--- src/rtl/lfsr_ctrl_pkg.sv ---
// lfsr_ctrl_pkg -- shared types and constants for the LFSR batch controller.
//   state_t        : controller FSM states
//   CNT_W          : width of the batch length field (0 encodes 256)
//   LFSR_WIDTH_DEF : default LFSR width
//   TAP_A_DEF/B    : default feedback taps (XNOR Fibonacci, period 63 at width 6)
package lfsr_ctrl_pkg;
  typedef enum logic [1:0] {S_IDLE, S_RUN, S_DONE} state_t;

  localparam int CNT_W          = 8;
  localparam int LFSR_WIDTH_DEF = 6;
  localparam int TAP_A_DEF      = 5;
  localparam int TAP_B_DEF      = 4;
endpackage

--- src/rtl/lfsr_ctrl_if.sv ---
// lfsr_ctrl_if -- request/stream bundle for lfsr_ctrl.
//   start/count/seed_load/seed : batch request (master -> slave)
//   out_data/out_valid         : word stream (slave -> master)
//   out_ready                  : consumer backpressure (master -> slave)
//   busy/done                  : batch status (slave -> master)
import lfsr_ctrl_pkg::*;

interface lfsr_ctrl_if #(parameter int WIDTH = LFSR_WIDTH_DEF);
  logic             start;
  logic [CNT_W-1:0] count;
  logic             seed_load;
  logic [WIDTH-1:0] seed;
  logic [WIDTH-1:0] out_data;
  logic             out_valid;
  logic             out_ready;
  logic             busy;
  logic             done;

  modport master (output start, count, seed_load, seed, out_ready,
                  input  out_data, out_valid, busy, done);
  modport slave  (input  start, count, seed_load, seed, out_ready,
                  output out_data, out_valid, busy, done);
endinterface

--- src/rtl/lfsr_ctrl_core.sv ---
// lfsr_core -- XNOR Fibonacci LFSR register.
//   clk, rst_n : clock, async active-low reset (state clears to zero)
//   load       : take load_val this edge (wins over en)
//   load_val   : value to load
//   en         : advance one step this edge
//   q          : current state
// All-ones is the lock-up state of XNOR feedback; zero is a legal state.
module lfsr_core #(
  parameter int WIDTH = 6,
  parameter int TAP_A = 5,
  parameter int TAP_B = 4
) (
  input  logic             clk,
  input  logic             rst_n,
  input  logic             load,
  input  logic [WIDTH-1:0] load_val,
  input  logic             en,
  output logic [WIDTH-1:0] q
);
  logic fb;

  assign fb = ~(q[TAP_A] ^ q[TAP_B]);

  always_ff @(posedge clk or negedge rst_n) begin
    if (!rst_n)    q <= '0;
    else if (load) q <= load_val;
    else if (en)   q <= {q[WIDTH-2:0], fb};
  end
endmodule

--- src/rtl/lfsr_ctrl.sv ---
// lfsr_ctrl -- emits batches of LFSR words over a valid/ready stream.
//   CLK, RESETN : clock, async active-low reset
//   bus         : lfsr_ctrl_if slave (request, stream, status)
// A start in IDLE captures count (0 = 256) and optionally seeds the LFSR;
// each accepted word advances the LFSR; DONE pulses done for one cycle.
// Optional build macro: LFSR_CTRL_LOCKUP_FIX_EN -- maps an all-ones seed
// to zero and pulls an all-ones state in RUN back to zero.
import lfsr_ctrl_pkg::*;

module lfsr_ctrl #(
  parameter int WIDTH = LFSR_WIDTH_DEF,
  parameter int TAP_A = TAP_A_DEF,
  parameter int TAP_B = TAP_B_DEF
) (
  input  logic          CLK,
  input  logic          RESETN,
  lfsr_ctrl_if.slave    bus
);
  state_t           state, state_nxt;
  logic [CNT_W:0]   remaining, remaining_nxt;  // one extra bit holds 256
  logic [WIDTH-1:0] q;
  logic             start_acc, hs;
  logic             core_load;
  logic [WIDTH-1:0] core_val;

  assign start_acc = (state == S_IDLE) && bus.start;
  assign hs        = (state == S_RUN) && bus.out_ready;

`ifdef LFSR_CTRL_LOCKUP_FIX_EN
  logic             lock_fix;
  logic [WIDTH-1:0] seed_in;
  assign seed_in   = (&bus.seed) ? '0 : bus.seed;
  // Recovery is a load, so it overrides the step even without a handshake.
  assign lock_fix  = (state == S_RUN) && (&q);
  assign core_load = (start_acc && bus.seed_load) || lock_fix;
  assign core_val  = lock_fix ? '0 : seed_in;
`else
  assign core_load = start_acc && bus.seed_load;
  assign core_val  = bus.seed;
`endif

  lfsr_core #(.WIDTH(WIDTH), .TAP_A(TAP_A), .TAP_B(TAP_B)) u_core (
    .clk      (CLK),
    .rst_n    (RESETN),
    .load     (core_load),
    .load_val (core_val),
    .en       (hs),
    .q        (q)
  );

  always_ff @(posedge CLK or negedge RESETN) begin
    if (!RESETN) begin
      state     <= S_IDLE;
      remaining <= '0;
    end else begin
      state     <= state_nxt;
      remaining <= remaining_nxt;
    end
  end

  always_comb begin
    state_nxt     = state;
    remaining_nxt = remaining;
    case (state)
      S_IDLE: if (bus.start) begin
        remaining_nxt = (bus.count == '0) ? (CNT_W+1)'(1 << CNT_W) : {1'b0, bus.count};
        state_nxt     = S_RUN;
      end
      S_RUN: if (hs) begin
        remaining_nxt = remaining - 1'b1;
        if (remaining == (CNT_W+1)'(1)) state_nxt = S_DONE;
      end
      S_DONE:  state_nxt = S_IDLE;
      default: state_nxt = S_IDLE;
    endcase
  end

  // Status outputs decode state directly so reset clears them at once.
  assign bus.out_data  = q;
  assign bus.out_valid = (state == S_RUN);
  assign bus.busy      = (state != S_IDLE);
  assign bus.done      = (state == S_DONE);
endmodule

--- src/flat_wrapper.sv ---
// flat-port wrapper written by rule: the top's interface ports become plain ports
module lfsr_ctrl_flat 
#(
  parameter int WIDTH = LFSR_WIDTH_DEF,
  parameter int TAP_A = TAP_A_DEF,
  parameter int TAP_B = TAP_B_DEF
)
  (CLK, RESETN, bus_start, bus_count, bus_seed_load, bus_seed, bus_out_ready, bus_out_data, bus_out_valid, bus_busy, bus_done);
  lfsr_ctrl_if #(.WIDTH(WIDTH)) bus_i ();
  input  logic CLK;
  input  logic RESETN;
  input wire logic [$bits(bus_i.start)-1:0] bus_start;
  input wire logic [$bits(bus_i.count)-1:0] bus_count;
  input wire logic [$bits(bus_i.seed_load)-1:0] bus_seed_load;
  input wire logic [$bits(bus_i.seed)-1:0] bus_seed;
  input wire logic [$bits(bus_i.out_ready)-1:0] bus_out_ready;
  output wire logic [$bits(bus_i.out_data)-1:0] bus_out_data;
  output wire logic [$bits(bus_i.out_valid)-1:0] bus_out_valid;
  output wire logic [$bits(bus_i.busy)-1:0] bus_busy;
  output wire logic [$bits(bus_i.done)-1:0] bus_done;
  assign bus_i.start = bus_start;
  assign bus_i.count = bus_count;
  assign bus_i.seed_load = bus_seed_load;
  assign bus_i.seed = bus_seed;
  assign bus_i.out_ready = bus_out_ready;
  assign bus_out_data = bus_i.out_data;
  assign bus_out_valid = bus_i.out_valid;
  assign bus_busy = bus_i.busy;
  assign bus_done = bus_i.done;
  lfsr_ctrl #(.WIDTH(WIDTH), .TAP_A(TAP_A), .TAP_B(TAP_B)) u_core (.CLK(CLK), .RESETN(RESETN), .bus(bus_i));
endmodule
--- config.mk ---
export PLATFORM = sky130hd
export DESIGN_NAME = lfsr_ctrl_flat
export DESIGN_NICKNAME = d
export VERILOG_FILES = /design/src/rtl/lfsr_ctrl_pkg.sv /design/src/rtl/lfsr_ctrl_if.sv /design/src/rtl/lfsr_ctrl_core.sv /design/src/rtl/lfsr_ctrl.sv /design/src/flat_wrapper.sv
export SDC_FILE = /design/constraint.sdc
export NUM_CORES = 1
export LEC_CHECK = 0
export ABC_CLOCK_PERIOD_IN_PS = 1650
export CAP_MARGIN = 15
export CELL_PAD_IN_SITES_DETAIL_PLACEMENT = 1
export CELL_PAD_IN_SITES_GLOBAL_PLACEMENT = 2
export CORE_ASPECT_RATIO = 0.6
export CORE_MARGIN = 2
export CORE_UTILIZATION = 27
export DETAILED_ROUTE_END_ITERATION = 6
export PLACE_DENSITY_LB_ADDON = 0.1
export SETUP_SLACK_MARGIN = 0.1
export SLEW_MARGIN = 10
export SYNTH_ARGS = -nofsm -noshare
export SYNTH_HDL_FRONTEND = slang
export SYNTH_SLANG_ARGS = --single-unit
--- constraint.sdc ---
create_clock -name CLK -period 1.65 [get_ports CLK]
set_input_delay 0.165 -clock CLK [delete_from_list [all_inputs] [get_ports CLK]]
set_output_delay 0.165 -clock CLK [all_outputs]
set_load 0.03 [all_outputs]
* Word level (Yosys, flattened, before mapping)
Index checks and enable logic that the tools add are counted.
** Cells by class
- $add $sub $neg :: 1
- Multipliers :: 0
- Div/mod/pow operators :: 0
- $lt $le $gt $ge :: 0
- Equality and inequality tests :: 6
- Shift operators :: 0
- Multiplexer cells :: 10
- Bitwise gates (word level) :: 2
- Reduce and logical (&&, ||, !) cells :: 10
** Operator list (count)
- two-way mux 9 bit :: 3
- one-hot mux 9 bit (2 select lines) :: 1
- two-way mux 6 bit :: 2
- equality test 9 x 1 -> 1 bit (second input constant) :: 1
- subtractor 9 x 1 -> 9 bit (second input constant) :: 1
- logical NOT 8 bit :: 1
- two-way mux 2 bit :: 3
- AND reduction 3 bit :: 2
- nonzero test 2 bit :: 3
- inequality test 2 x 1 -> 1 bit (second input constant) :: 2
- one-hot mux 2 bit (2 select lines) :: 1
- logical AND 1 bit :: 3
- equality test 2 x 1 -> 1 bit (second input constant) :: 1
- equality test 2 bit (second input constant) :: 1
- logical NOT 2 bit :: 1
- inequality test 2 bit (second input constant) :: 1
- NOT 1 bit :: 1
- bitwise XOR 1 bit :: 1
** Word-level totals
- Register bits after elaboration :: 17
- Latch bits :: 0
- RAM bits :: 0
- ROM bits :: 0
- Input port bits :: 19
- Output and inout port bits :: 9
- Memories kept :: 0

* Logic depth before layout (Yosys ltp)
- Word-level depth :: 4
- Mapped depth :: 6
- Depth with buffers taken out :: 6

* By module
A second synthesis with hierarchy kept.
** Unflattened totals
- Cell total of the unflattened synthesis :: 110
- Area total of the unflattened synthesis :: 984.7 um^2
** Modules (own cells, without submodules)
- lfsr_ctrl :: times used 1, cells each 84, area an instance 694.4 um^2, sequential area each 275.3 um^2
- lfsr_core :: times used 1, cells each 26, area an instance 290.3 um^2, sequential area each 150.1 um^2

* Worst setup path before layout
No wires, ideal clock.
- Path kind :: reg2reg
- Start point :: reg u_core.state[0]
- End point :: reg u_core.u_core.q[1]
- Setup time :: 0.126 ns
- Arrival time :: 1.446 ns
- Setup slack :: 0.078 ns
- Cell stages (with the launch flop) :: 5
- Buffers on the path :: 0
- Path through :: dfrtp_1 or2_1 nor2_2 a21oi_1 a221o_1
** Between the ends
- Cells in the longest elaborated chain, start to end :: 4
- Elaborated cells on any way between the ends :: 7
- Classes of those cells :: eq/ne (1); mux (1); reduce/logical (5)
** Ends and longest elaborated chain
- start, declared :: line lfsr_ctrl.sv:19 : state_t state, state_nxt;
- start signal, assigned :: line lfsr_ctrl.sv:56 : state <= state_nxt;
- logical NOT 2 bit :: line lfsr_ctrl.sv:26 : assign start_acc = (state == S_IDLE) && bus.start;
- logical AND 1 bit :: line lfsr_ctrl.sv:26
- logical AND 1 bit :: line lfsr_ctrl.sv:38 : assign core_load = start_acc && bus.seed_load;
- two-way mux 6 bit / nonzero test 2 bit (equally long branches)
- end signal, assigned :: line lfsr_ctrl_core.sv:26 : else if (load) q <= load_val;
- end signal, assigned :: line lfsr_ctrl_core.sv:27 : else if (en) q <= {q[WIDTH-2:0], fb};
- end, declared :: line lfsr_ctrl_core.sv:18 : output logic [WIDTH-1:0] q
Parallel ways exist; a longest one is shown, timed or not.
A chain may end at the register's enable or synchronous reset.

* Worst setup path in the final report
- Start point :: reg u_core.remaining[2]
- End point :: reg u_core.remaining[7]
** Between the ends
- Cells in the longest elaborated chain, start to end :: 3
** Ends and longest elaborated chain
- start, declared :: line lfsr_ctrl.sv:20 : logic [CNT_W:0] remaining, remaining_nxt;
- start signal, assigned :: line lfsr_ctrl.sv:57 : remaining <= remaining_nxt;
- subtractor 9 x 1 -> 9 bit :: line lfsr_ctrl.sv:70 : remaining_nxt = remaining - 1'b1;
- two-way mux 9 bit :: line lfsr_ctrl.sv:69 : S_RUN: if (hs) begin
- one-hot mux 9 bit (2 select lines) :: line lfsr_ctrl.sv:64 : case (state)
Every way passes these cells. The select of a mux whose other input is x is not followed.

==> flow_summary_export.csv <==
group,metric,value,unit
grt,antenna_found_initial,0,
critical_path,end_kind,"flip-flop",
critical_path,r2r_start,"u_core.remaining[2]$_DFFE_PN0P_",
sta,layout_min_cycle_time,1.50,ns
power,clock_power_share,0.112,
yosys,synth_area,975,µm²
clock_network,cts.reportedPaths.clkPinSlew,0.07,ns
critical_path,cp-startpoint,"u_core.remaining[2]$_DFFE_PN0P_",
power,p_int,1.57,mW
critical_path,cpPeakStageDelay,0.61,ns
route,via_per_inst,5.36,
yosys,ys_seq_elements,17,
floorplan,initial_utilization,0.292,
sta,fin_skew,0.00244,ns
sta,tightest_slew,0.479,ns
critical_path,cp-endpoint,"u_core.remaining[7]$_DFFE_PN0P_",
yosys,synth.top_cells.by_count,"dfrtp_1 (17), o21ai_0 (15), a21oi_1 (10), nand2_1 (6)",
placement,port_buffers,27,
cells_and_area,fill_cells,395,
critical_path,r2r_cells,4,
critical_path,crit_required,1.83,ns
critical_path,crit_path_frequent_cell,"a21oi_1",
hold_path,hold_class,"in2async",
sta,rsz0062_at_grt,"true",
cells_and_area,fin_cells,194,
cells_and_area,fin_nets,171,
route,ant_nets,0,
critical_path,critPathLaunchType,"flip-flop",
cells_and_area,drive_gt1_frac,0.248,
sta,setup-tns-final,0,ns
yosys,yosys.cell_count.top_type,"dfrtp_1",
route,drt_iter0_markers,38,
critical_path,worstReg2RegEnd,"u_core.remaining[7]$_DFFE_PN0P_",
floorplan,dieArea,0.00412,mm²
grt,grt_overflow_total,0,
yosys,synth_fp_nets,126,
grt,grt_first_pass_wirelength,5.31,mm
floorplan,placeableCoreArea,0.00334,mm²
sta,timing.final.hold_violations,0,
cells_and_area,syn_to_final_growth,56.5,%
yosys,synth_seq_area_share,0.436,
yosys,avgSynthCellArea,9.28,µm²
sta,max_freq,0.666,GHz
sta,finalMaxSlewViolations,0,
floorplan,top_level_ports,28,
yosys,synth_top_flop_cell,"dfrtp_1",
power,power.leakage,0.633,nW
critical_path,reg2reg_slack,0.15,ns
outcome,status,"completed",
yosys,synth_area_leaders,"dfrtp_1 (44%), o21ai_0 (7.7%), a21oi_1 (5.1%), a221o_1 (5.1%), and3_1 (3.2%)",
run,max_cap_viol_count,0,
placement,dp_hpwl,2.40,mm
cells_and_area,antennaDiodeCount,0,
yosys,ys_types,36,
route,wl_per_cell,16.7,µm
power,p_per_area,1860,mW/mm²
power,seqPwrFrac,0.297,
grt,grt_pass1_vias,1039,
clock_network,cts_root_buffer,"clkbuf_8",
yosys,async_flop_share,1.00,
yosys,yosysTopAreaCellShare,0.436,
placement,gp_congestion,0.801,
critical_path,worstSetupPathType,"reg2reg",
power,ir_worst_vdd,636,µV
power,p_switching,1.26,mW
route,routed_wl,3.25,mm
clock_network,clockBufferDepth,2,
sta,relSlewSlack,0.680,
route,dr_total_vias,1040,
yosys,syn_inst,105,
critical_path,cp_slowest_cell,"or4_4",
critical_path,arrival,1.68,ns
clock_network,cts_tree,"done",
yosys,synth_top_area_cell,"dfrtp_1",
clock_network,cts_sinks,17,
placement,placed_cells,186,
sta,post-route-period-util,0.910,
yosys,synth_edf_count,0,
critical_path,path_delay_family,"simple AND/OR/NAND/NOR gates",
grt,grt_max_degree,18,
floorplan,row_count,16,
floorplan,die_x,81.6,µm
route,drc_errors,0,
yosys,yosys_warnings,0,
clock_network,clk_latency,0.25,ns
clock_network,cts_made_buffers,3,
sta,setup_viol,0,
power,p_sw_frac,0.445,
sta,whs,0.241,ns
critical_path,worstPathCellList,"or4_4 -> o41ai_4 -> a21oi_1 -> a21oi_1",
power,power_frac_comb,0.590,
floorplan,die_height,50.5,µm
clock_network,hold_buffers,0,
clock_network,htree_levels,1,
critical_path,path_buf_inv,0,
grt,track_usage,0.176,
critical_path,cp.depth,4,
route,drt-pass1-iter-count,4,
critical_path,critical_path.max_fanout,5,
-- cells in the final DEF (no fill, tap or decap), types with 2 or more instances in the layout --
cell type | netlist | final
a31oi_1 | 2 | 2
nor2_1 | 4 | 4
nand2_1 | 6 | 6
dfrtp_1 | 17 | 14
and3_1 | 5 | 5
clkdlybuf4s50_1 | 0 | 23
clkbuf_8 | 0 | 3
nor4_2 | 0 | 2
a22oi_1 | 2 | 2
dfrtp_2 | 0 | 3
buf_4 | 0 | 18
nor4_1 | 4 | 2
inv_1 | 3 | 2
o21ai_0 | 15 | 15
a32oi_1 | 2 | 2
nand2b_1 | 3 | 3
a221o_1 | 5 | 5
a21oi_1 | 10 | 9
nor3_1 | 2 | 2
-- power by group through the flow --
stage,combinational (mW),sequential (mW),clock [mW]
after global placement,1.46,0.803,0
after CTS,1.54,0.803,0.330
final,1.67,0.843,0.318
after detailed placement,1.49,0.812,0
after global routing,1.85,0.877,0.353
after floorplan,0.754,0.895,0
-- through the flow --
stage                     worst slack, ns  power (mW)   util  cell area [µm²]
after detailed placement           0.0371        2.30  0.414             1390
after global placement             0.0951        2.26  0.414             1390
final                               0.148        2.83  0.456             1530
after global routing               0.0667        3.08  0.456             1530
after floorplan                     0.135        1.65      -              980
after CTS                           0.107        2.68  0.434             1450
-- state kept, by name, indices dropped and copies added (netlist names) --
signal / cells
u_core.remaining: 9
u_core.u_core.q: 6
u_core.state: 2
-- layer usage --
metal | vias to the layer above | GRT usage | routed length (µm)
li1 | 497 | - | -
met3 | 2 | 0.0432 | 132
met4 | 0 | 0.0339 | 19
met5 | - | 0 | 0
met1 | 519 | 0.267 | 1710
met2 | 22 | 0.251 | 1390
-- worst register-to-register path, cell delays in order, from the launching register on --
cell and delay (ns):
dfrtp_1 0.38, or4_4 0.61, o41ai_4 0.22, a21oi_1 0.10
a21oi_1 0.12
-- what timing repair did --
action	4_1_cts	5_1_grt
buffers inserted	3	1
resized for setup	3	17
setup endpoints to repair	3	11
pin swaps	3	1
-- layout make-up --
type	instances	area, µm²	share of cell area
repair buffers	44	392	0.257
flip-flops and latches	17	429	0.281
clock buffers	4	45.0	0.0295
inverters	3	11.3	0.00738
multi-input cells	81	592	0.388
well taps	45	56.3	0.0369
-- kinds of logic after synthesis --
logic type               Yosys count  synth area share
AO/OA/AOI/OAI                     42             0.280
XOR/XNOR                           1           0.00899
adder cells (fa/ha/maj)            2            0.0257
buffers and inverters              7            0.0282
flip-flops                        17             0.436
multiplexers                       1            0.0103
AND/OR/NAND/NOR                   35             0.211
-- worst min path at each step --
stage                                              start                               to  slack [ns]
after floorplan                                   RESETN  u_core.remaining[0]$_DFFE_PN0P_       -0.13
after global placement    u_core.u_core.q[3]$_DFFE_PN0P_   u_core.u_core.q[3]$_DFFE_PN0P_        0.51
after detailed placement                          RESETN   u_core.u_core.q[0]$_DFFE_PN0P_        0.52
after CTS                                         RESETN   u_core.u_core.q[0]$_DFFE_PN0P_        0.24
after global routing                              RESETN   u_core.u_core.q[1]$_DFFE_PN0P_        0.27
final                                             RESETN   u_core.u_core.q[1]$_DFFE_PN0P_        0.24
Note: power is estimated with default switching activity, not from simulation.
